### src/rtl/id_hazard_scoreboard_if.sv
// ID-stage hazard scoreboard bus.
// master: ID/decode side. It drives the instruction fields and flush, and it
//         receives the stall/bubble controls, busy_vec and stall_cycles.
// slave : the scoreboard itself.
interface id_hazard_scoreboard_if #(
  parameter int unsigned AW   = 5,
  parameter int unsigned NREG = 32,
  parameter int unsigned SC_W = 16
);
  logic            issue_valid;
  logic [AW-1:0]   rs1;
  logic [AW-1:0]   rs2;
  logic            rs1_used;
  logic            rs2_used;
  logic [AW-1:0]   rd;
  logic            rd_write;
  logic            is_load;
  logic            flush;
  logic            stall;
  logic            pc_enable;
  logic            if_id_enable;
  logic            id_ex_bubble;
  logic            flush_if_id;
  logic [NREG-1:0] busy_vec;
  logic [SC_W-1:0] stall_cycles;

  modport master (
    output issue_valid, rs1, rs2, rs1_used, rs2_used, rd, rd_write, is_load, flush,
    input  stall, pc_enable, if_id_enable, id_ex_bubble, flush_if_id, busy_vec, stall_cycles
  );

  modport slave (
    input  issue_valid, rs1, rs2, rs1_used, rs2_used, rd, rd_write, is_load, flush,
    output stall, pc_enable, if_id_enable, id_ex_bubble, flush_if_id, busy_vec, stall_cycles
  );
endinterface

### src/rtl/id_hazard_scoreboard.sv
// ID-stage register hazard scoreboard.
// Each register has a down-counter that is loaded with WB_LAT when an
// instruction writing that register issues, and a flag marking the producer
// as a load. The block stalls ID while a source register is still in flight.
// Ports: clock and reset (synchronous, active-high), plus sb
//        (id_hazard_scoreboard_if.slave), which carries the issue fields in and
//        stall/pc_enable/if_id_enable/id_ex_bubble/flush_if_id/busy_vec/
//        stall_cycles out.
// Config: define FORWARDING_EN to stall only on load-use. In the default build
//         the block stalls on any pending producer whose count is above 1.
module id_hazard_scoreboard #(
  parameter int unsigned NREG   = 32,
  parameter int unsigned AW     = 5,
  parameter int unsigned WB_LAT = 3,
  parameter int unsigned SC_W   = 16
) (
  input logic                  clock,
  input logic                  reset,
  id_hazard_scoreboard_if.slave sb
);
  localparam int unsigned CW = $clog2(WB_LAT + 1);
  localparam logic [CW-1:0] LAT = CW'(WB_LAT);

  logic [CW-1:0]   cnt_q [NREG];
  logic [CW-1:0]   cnt_d [NREG];
  logic [NREG-1:0] flag_q, flag_d;
  logic [SC_W-1:0] sc_q, sc_d;
  logic            haz1, haz2, stall, do_write;

  // Source hazard detection. Register 0 and unused sources never hazard.
  always_comb begin
`ifdef FORWARDING_EN
    // ALU results are forwarded; only a load issued last cycle is too late.
    haz1 = sb.rs1_used && (sb.rs1 != '0) && flag_q[sb.rs1] && (cnt_q[sb.rs1] == LAT);
    haz2 = sb.rs2_used && (sb.rs2 != '0) && flag_q[sb.rs2] && (cnt_q[sb.rs2] == LAT);
`else
    // A count of 1 means WB writes this cycle and the register file writes through.
    haz1 = sb.rs1_used && (sb.rs1 != '0) && (cnt_q[sb.rs1] > CW'(1));
    haz2 = sb.rs2_used && (sb.rs2 != '0) && (cnt_q[sb.rs2] > CW'(1));
`endif
    stall    = sb.issue_valid && !sb.flush && (haz1 || haz2);
    do_write = sb.issue_valid && !stall && !sb.flush && sb.rd_write && (sb.rd != '0);
  end

  // Next-state logic. A reload (WAW) takes precedence over the decrement.
  always_comb begin
    for (int unsigned i = 0; i < NREG; i++) begin
      cnt_d[i]  = cnt_q[i];
      flag_d[i] = flag_q[i];
      if (i == 0) begin
        cnt_d[i]  = '0;
        flag_d[i] = 1'b0;
      end else if (do_write && (sb.rd == AW'(i))) begin
        cnt_d[i]  = LAT;
        flag_d[i] = sb.is_load;
      end else if (cnt_q[i] != '0) begin
        cnt_d[i] = cnt_q[i] - CW'(1);
        if (cnt_q[i] == CW'(1)) flag_d[i] = 1'b0;
      end
    end
    sc_d = sc_q;
    if (stall && (sc_q != '1)) sc_d = sc_q + SC_W'(1);
  end

  // State registers.
  always_ff @(posedge clock) begin
    if (reset) begin
      for (int unsigned i = 0; i < NREG; i++) cnt_q[i] <= '0;
      flag_q <= '0;
      sc_q   <= '0;
    end else begin
      for (int unsigned i = 0; i < NREG; i++) cnt_q[i] <= cnt_d[i];
      flag_q <= flag_d;
      sc_q   <= sc_d;
    end
  end

  // Outputs. The stall controls are combinational so they act in the same cycle.
  always_comb begin
    for (int unsigned i = 0; i < NREG; i++) sb.busy_vec[i] = (cnt_q[i] != '0);
  end

  assign sb.stall        = stall;
  assign sb.pc_enable    = !stall;
  assign sb.if_id_enable = !stall;
  assign sb.id_ex_bubble = stall || sb.flush;
  assign sb.flush_if_id  = sb.flush;
  assign sb.stall_cycles = sc_q;
endmodule
### src/flat_wrapper.sv
// flat-port wrapper written by rule: the top's interface ports become plain ports
module id_hazard_scoreboard_flat 
#(
  parameter int unsigned NREG   = 32,
  parameter int unsigned AW     = 5,
  parameter int unsigned WB_LAT = 3,
  parameter int unsigned SC_W   = 16
)
  (clock, reset, sb_issue_valid, sb_rs1, sb_rs2, sb_rs1_used, sb_rs2_used, sb_rd, sb_rd_write, sb_is_load, sb_flush, sb_stall, sb_pc_enable, sb_if_id_enable, sb_id_ex_bubble, sb_flush_if_id, sb_busy_vec, sb_stall_cycles);
  id_hazard_scoreboard_if #(.AW(AW), .NREG(NREG), .SC_W(SC_W)) sb_i ();
  input logic clock;
  input logic reset;
  input wire logic [$bits(sb_i.issue_valid)-1:0] sb_issue_valid;
  input wire logic [$bits(sb_i.rs1)-1:0] sb_rs1;
  input wire logic [$bits(sb_i.rs2)-1:0] sb_rs2;
  input wire logic [$bits(sb_i.rs1_used)-1:0] sb_rs1_used;
  input wire logic [$bits(sb_i.rs2_used)-1:0] sb_rs2_used;
  input wire logic [$bits(sb_i.rd)-1:0] sb_rd;
  input wire logic [$bits(sb_i.rd_write)-1:0] sb_rd_write;
  input wire logic [$bits(sb_i.is_load)-1:0] sb_is_load;
  input wire logic [$bits(sb_i.flush)-1:0] sb_flush;
  output wire logic [$bits(sb_i.stall)-1:0] sb_stall;
  output wire logic [$bits(sb_i.pc_enable)-1:0] sb_pc_enable;
  output wire logic [$bits(sb_i.if_id_enable)-1:0] sb_if_id_enable;
  output wire logic [$bits(sb_i.id_ex_bubble)-1:0] sb_id_ex_bubble;
  output wire logic [$bits(sb_i.flush_if_id)-1:0] sb_flush_if_id;
  output wire logic [$bits(sb_i.busy_vec)-1:0] sb_busy_vec;
  output wire logic [$bits(sb_i.stall_cycles)-1:0] sb_stall_cycles;
  assign sb_i.issue_valid = sb_issue_valid;
  assign sb_i.rs1 = sb_rs1;
  assign sb_i.rs2 = sb_rs2;
  assign sb_i.rs1_used = sb_rs1_used;
  assign sb_i.rs2_used = sb_rs2_used;
  assign sb_i.rd = sb_rd;
  assign sb_i.rd_write = sb_rd_write;
  assign sb_i.is_load = sb_is_load;
  assign sb_i.flush = sb_flush;
  assign sb_stall = sb_i.stall;
  assign sb_pc_enable = sb_i.pc_enable;
  assign sb_if_id_enable = sb_i.if_id_enable;
  assign sb_id_ex_bubble = sb_i.id_ex_bubble;
  assign sb_flush_if_id = sb_i.flush_if_id;
  assign sb_busy_vec = sb_i.busy_vec;
  assign sb_stall_cycles = sb_i.stall_cycles;
  id_hazard_scoreboard #(.NREG(NREG), .AW(AW), .WB_LAT(WB_LAT), .SC_W(SC_W)) u_core (.clock(clock), .reset(reset), .sb(sb_i));
endmodule
### config.mk
export PLATFORM = sky130hd
export DESIGN_NAME = id_hazard_scoreboard_flat
export DESIGN_NICKNAME = d
export VERILOG_FILES = /design/src/rtl/id_hazard_scoreboard_if.sv /design/src/rtl/id_hazard_scoreboard.sv /design/src/flat_wrapper.sv
export SDC_FILE = /design/constraint.sdc
export NUM_CORES = 1
export LEC_CHECK = 0
export BUFFER_PORTS_ARGS = -buffer_cell sky130_fd_sc_hd__buf_2
export CAP_MARGIN = 20
export CORE_ASPECT_RATIO = 0.9
export CORE_MARGIN = 2
export CORE_UTILIZATION = 59
export CTS_BUF_LIST = sky130_fd_sc_hd__clkbuf_8
export CTS_CLUSTER_SIZE = 24
export DETAILED_ROUTE_END_ITERATION = 12
export PLACE_DENSITY_LB_ADDON = 0.25
export SYNTH_ARGS = -nofsm -noshare
export SYNTH_HDL_FRONTEND = slang
export SYNTH_SLANG_ARGS = --single-unit
### constraint.sdc
create_clock -name clock -period 2.6 [get_ports clock]
set_input_delay 0.13 -clock clock [delete_from_list [all_inputs] [get_ports clock]]
set_output_delay 0.13 -clock clock [all_outputs]
set_load 0.02 [all_outputs]
* Word-level counts from Yosys, hierarchy flattened *
Memories as Yosys holds them, arrays and structs flattened.
Index checks and enable logic that the tools add are counted.

operators by class
  $add $sub $neg = 32
  $lt $le $gt $ge = 2
  equality and inequality tests = 32
  mux-type cells = 97
  bitwise gates (word level) = 32
  reduce and logical (&&, ||, !) cells = 81

operators with widths
  kind                                                                              count
  2-bit two-way mux                                                                 94
  5-bit == test (second input constant)                                             16
  2-bit nonzero test                                                                32
  2-bit by 1-bit subtractor with 2-bit output (second input constant)               31
  1-bit logical AND                                                                 42
  5-bit by 4-bit == test with 1-bit output (second input constant)                  8
  1-bit OR                                                                          32
  5-bit by 3-bit == test with 1-bit output (second input constant)                  4
  16-bit by 1-bit adder with 16-bit output (second input constant)                  1
  16-bit != test (second input constant)                                            1
  5-bit nonzero test                                                                3
  5-bit by 2-bit == test with 1-bit output (second input constant)                  2
  5-bit by 1-bit == test with 1-bit output (second input constant)                  1
  2-bit by 1-bit greater-than comparator with 1-bit output (second input constant)  2
  1-bit two-way mux                                                                 3
  1-bit logical NOT                                                                 2
  1-bit logical OR                                                                  2

word-level totals
  bits in registers = 16
  bits in writable memories = 64
  bits of input ports = 23
  output and inout port bits = 53
  logic and storage cells = 278
  memories kept = 1

memories
  memory        depth  width  rd ports  clocked after Yosys merged registers in  wr ports  line                        RTL
  u_core.cnt_q  32     2      34        0                                        32        id_hazard_scoreboard.sv:24  logic [CW-1:0] cnt_q [NREG];

* Logic depth before layout (Yosys ltp) *
  word-level depth = 13
  gate-level depth with buffers = 11
  mapped depth without buffers = 7

* Least setup slack after synthesis *
No wires, ideal clock.

  kind = register to register
  start point = register u_core.sc_q[6] (netlist: u_core.sb.stall_cycles[6])
  end point = register u_core.sc_q[0] (netlist: u_core.sb.stall_cycles[0])
  data arrival time = 2.141 ns
  data required time = 2.468 ns
  slack = 0.327 ns
  stages on the path, launching flop included = 9
  clock period less this slack = 2.273 ns
  cell sequence = dfxtp_1 > and3_1 > and3_1 > and4_1 > nand3_1 > o21ai_0 > clkbuf_1 > or3_1 > a21oi_1

on the way
  cells in the longest elaborated chain, start to end = 2

ends and longest elaborated chain
  item                    line                        RTL
  from (decl)             id_hazard_scoreboard.sv:27  logic [SC_W-1:0] sc_q, sc_d;
  from (signal assigned)  id_hazard_scoreboard.sv:70  sc_q <= '0;
  from (signal assigned)  id_hazard_scoreboard.sv:74  sc_q <= sc_d;
  16-bit != test          id_hazard_scoreboard.sv:62  if (stall && (sc_q != '1)) sc_d = sc_q + SC_W'(1);
  1-bit logical AND       id_hazard_scoreboard.sv:62

No other way between the ends.
A chain may end at the register's enable or synchronous reset.

==> flow_metrics.py <==
metrics = {
    "layout": {
        "nets": 666,
        "multi_input_area_um2": 2550,
        "drive_above_1_share": 0.195,
        "final_cell_mix": "inv_1 (98), dfxtp_1 (78), buf_2 (73)",
        "regArea_um2": 1560,
        "fill_cells": 622,
        "area_growth_pct": 13.8,
        "diodes": 0,
        "final_common_cell": "inv_1",
        "stdcell_area_um2": 5260,
    },
    "cts": {
        "cts-htree-levels": 3,
        "cts_root_buf": "clkbuf_8",
        "cts_buffers": 9,
        "clock_tree.buffer_depth": 2,
        "cts.sinks": 78,
        "cts_hold_buf": 0,
        "clkTransAtPathRegs_ps": 80,
        "cts_tree": "yes",
        "clkLatencyLatePin_ps": 350,
    },
    "critical_path": {
        "crit_arrival_ps": 2290,
        "reg2reg_from": "u_core.cnt_q[12][1]$_SDFFE_PP0P_",
        "crit_buf_inv": 1,
        "slowest_stage": "mux4_2",
        "crit_type": "reg2out",
        "required_ps": 2470,
        "max_stage_delay_ps": 460,
        "crit_fanout": 5,
        "reg2reg_depth": 7,
        "rrSetupSlack_ps": 290,
        "crit_chain": "mux2i_1, mux4_2, nand3b_1, o31ai_1, o22ai_2, nand2_1, nand2b_1, buf_2",
        "crit_family": "multiplexers",
        "cp-start-kind": "flip-flop",
        "end_kind": "output pin",
        "reg2reg_to": "u_core.sb.stall_cycles[11]$_SDFFE_PP0P_",
    },
    "power_and_ir_drop": {
        "combPwrFrac": 0.475,
        "p_leak_nw": 2.41,
        "vdd_drop_max_mv": 0.486,
        "power_frac_clock": 0.191,
        "seq_power_share": 0.334,
        "powerDensity_nw_per_um2": 1010,
        "power.switching_mw": 2.12,
        "p_sw_frac": 0.400,
        "internal_power_mw": 3.18,
        "power_mw": 5.30,
    },
    "hold_path": {
        "hold_end": "u_core.sb.stall_cycles[4]$_SDFFE_PP0P_",
        "hold_path_startpoint": "reset",
        "hold_depth": 4,
        "min_path_type": "in2reg",
    },
    "yosys": {
        "synth-xor-area-share": 0.0587,
        "syn_inst": 547,
        "ys_ff_latch": 78,
        "synth_edf_count": 0,
        "yosys-mux-area-fraction": 0.0883,
        "postSynthAreaPerCell_um2": 8.45,
        "ys.flop_type": "dfxtp_1",
        "syn_area_um2": 4620,
        "seq_area_frac_synth": 0.338,
        "ys_types": 49,
        "yosysWarnings": 0,
        "syn_nets": 602,
        "synth_fa_ha_area_frac": 0.0866,
        "synthArstFlopShare": 0,
        "synth_simple_gate_area_frac": 0.141,
        "synth_compound_area_frac": 0.174,
        "synth_top_family_by_area": "compound AO/OA/AOI/OAI gates",
    },
    "global_route": {
        "grt_remaining_overflow": 0,
        "grt_max_degree": 86,
        "grt_usage": 0.246,
        "antenna_found_initial": 0,
        "grt_pass1_wl_um": 17100,
        "grt_pass1_vias": 3647,
    },
    "placed_design": {
        "portBuffers": 73,
        "gp_congestion": 0.860,
        "placed_area_um2": 5010,
        "dp_hpwl_um": 7520,
    },
    "sta": {
        "worstMarginPinSlew_ps": 876,
        "min_period_ps": 2420,
        "slew_headroom": 0.416,
        "tns_ps": 0,
        "max_freq_mhz": 413,
        "post-route-period-util": 0.932,
        "finalSetupViolCount": 0,
        "final-max-slew-violation-count": 0,
        "rsz0062_at_grt": "no",
        "finClkSkew_ps": 12.4,
        "hold_viol": 0,
    },
    "outcome": {
        "status": "finished, final reports clean",
    },
    "detailed_routing": {
        "vias_per_cell": 5.78,
        "dr.pass1.iters": 4,
        "ant_nets": 0,
        "wirelength_um": 10600,
        "wl_per_cell_um": 14.9,
        "vias": 4107,
        "drt_iter0_drc": 252,
        "drc": 0,
    },
    "floorplanning": {
        "fp-row-count": 30,
        "top_level_ports": 76,
        "core_area_um2": 7580,
        "fp.dieW_um": 97.3,
        "die_h_um": 88.0,
        "start_util": 0.610,
        "dieArea_um2": 8560,
    },
    "flow_run": {
        "max_cap_violations": 0,
    },
}
[routing by layer]
metal | vias up | wire length, um | GRT usage
met2 | 155 | 5070 | 0.418
met5 | - | 0 | 0
met3 | 6 | 744 | 0.0591
met4 | 0 | 72 | 0.0568
li1 | 2038 | - | -
met1 | 1908 | 4740 | 0.324
[stage by stage]
| stage | utilization | setup WS, ps | instances | hold WS (ps) |
|---|---|---|---|---|
| 2_1_floorplan | - | 327 | 547 | 356 |
| 3_3_place_gp | 0.661 | 164 | 695 | 474 |
| 3_5_place_dp | 0.661 | 74.4 | 695 | 483 |
| 4_1_cts | 0.691 | 20.9 | 710 | 125 |
| 5_1_grt | 0.693 | 62.6 | 711 | 131 |
| 6_report | 0.693 | 176 | 711 | 141 |
[cell families (layout without fill, tap and decap cells)]
| group | count (synthesis) | count (layout) |
|---|---|---|
| xor+xnor | 31 | 31 |
| fa+ha+maj | 32 | 32 |
| other cells | 1 | 1 |
| compound gates | 129 | 129 |
| buf+inv | 127 | 195 |
| mux | 27 | 27 |
| simple gates | 122 | 122 |
| flops | 78 | 78 |
[state kept, by name, indices dropped and copies added (netlist names)]
name / cells
u_core.cnt_q: 62
u_core.sb.stall_cycles: 16
[power groups by stage]
stage | clock network, mW | logic [mW] | registers [mW]
6_report | 1.01 | 2.52 | 1.77
5_1_grt | 1.07 | 2.82 | 1.80
4_1_cts | 1.03 | 2.51 | 1.76
3_5_place_dp | 0 | 2.48 | 1.79
3_3_place_gp | 0 | 2.36 | 1.77
2_1_floorplan | 0 | 1.96 | 1.72
[what timing repair did]
action / in CTS / in global routing
setup endpoints to repair: 0 / 32
gates resized for setup: 0 / 2
setup buffers: 0 / 1
[area by class of cell]
class,instances,area share
Inverter,97,0.0693
Tap cell,96,0.0228
Clock buffer,11,0.0288
Clock inverter,4,0.0136
Multi-Input combinational cell,342,0.485
Sequential cell,78,0.297
Timing Repair Buffer,83,0.0838
[cell usage after synthesis (2+ instances only)]
cell type,instances,share of area
a21oi_1,42,0.045
and2_1,2,0.0027
and3_1,4,0.0054
and4_1,2,0.0038
buf_1,3,0.0024
buf_2,5,0.0054
buf_4,5,0.0081
buf_6,3,0.0073
clkbuf_1,14,0.011
dfxtp_1,78,0.34
ha_1,32,0.087
inv_1,97,0.079
mux2_2,9,0.022
mux2i_1,7,0.015
mux4_2,10,0.049
nand2_1,12,0.0097
nand3_1,18,0.019
nand3b_1,12,0.019
nand4_1,5,0.0068
nand4b_1,2,0.0038
nor2_1,42,0.034
nor2b_1,9,0.012
o2111ai_1,2,0.0038
o21ai_0,3,0.0032
o22ai_1,62,0.084
o31ai_1,8,0.013
or4_1,7,0.011
xor2_1,31,0.059
[how the worst max path moves through the flow]
stage	startpoint	endpoint	slack, ps	cells after the start
final	u_core.cnt_q[12][1]$_SDFFE_PP0P_	sb_id_ex_bubble	180	8
after global routing	u_core.cnt_q[19][1]$_SDFFE_PP0P_	sb_id_ex_bubble	60	8
after CTS	u_core.cnt_q[12][1]$_SDFFE_PP0P_	sb_id_ex_bubble	20	8
after detailed placement	sb_rs2[0]	u_core.cnt_q[6][1]$_SDFFE_PP0P_	70	8
after global placement	sb_rs2[0]	u_core.cnt_q[5][0]$_SDFFE_PP0P_	160	8
after floorplan	u_core.sb.stall_cycles[6]$_SDFFE_PP0P_	u_core.sb.stall_cycles[0]$_SDFFE_PP0P_	330	8
[worst register-to-register path, cell delays in order (launching register included)]
cell	delay, ps
dfxtp_1	410
mux2i_1	90
mux4_2	470
nand3b_1	90
o31ai_1	110
o22a_4	360
or4_1	550
a21oi_1	150
Power figures use the tool's default switching activity.
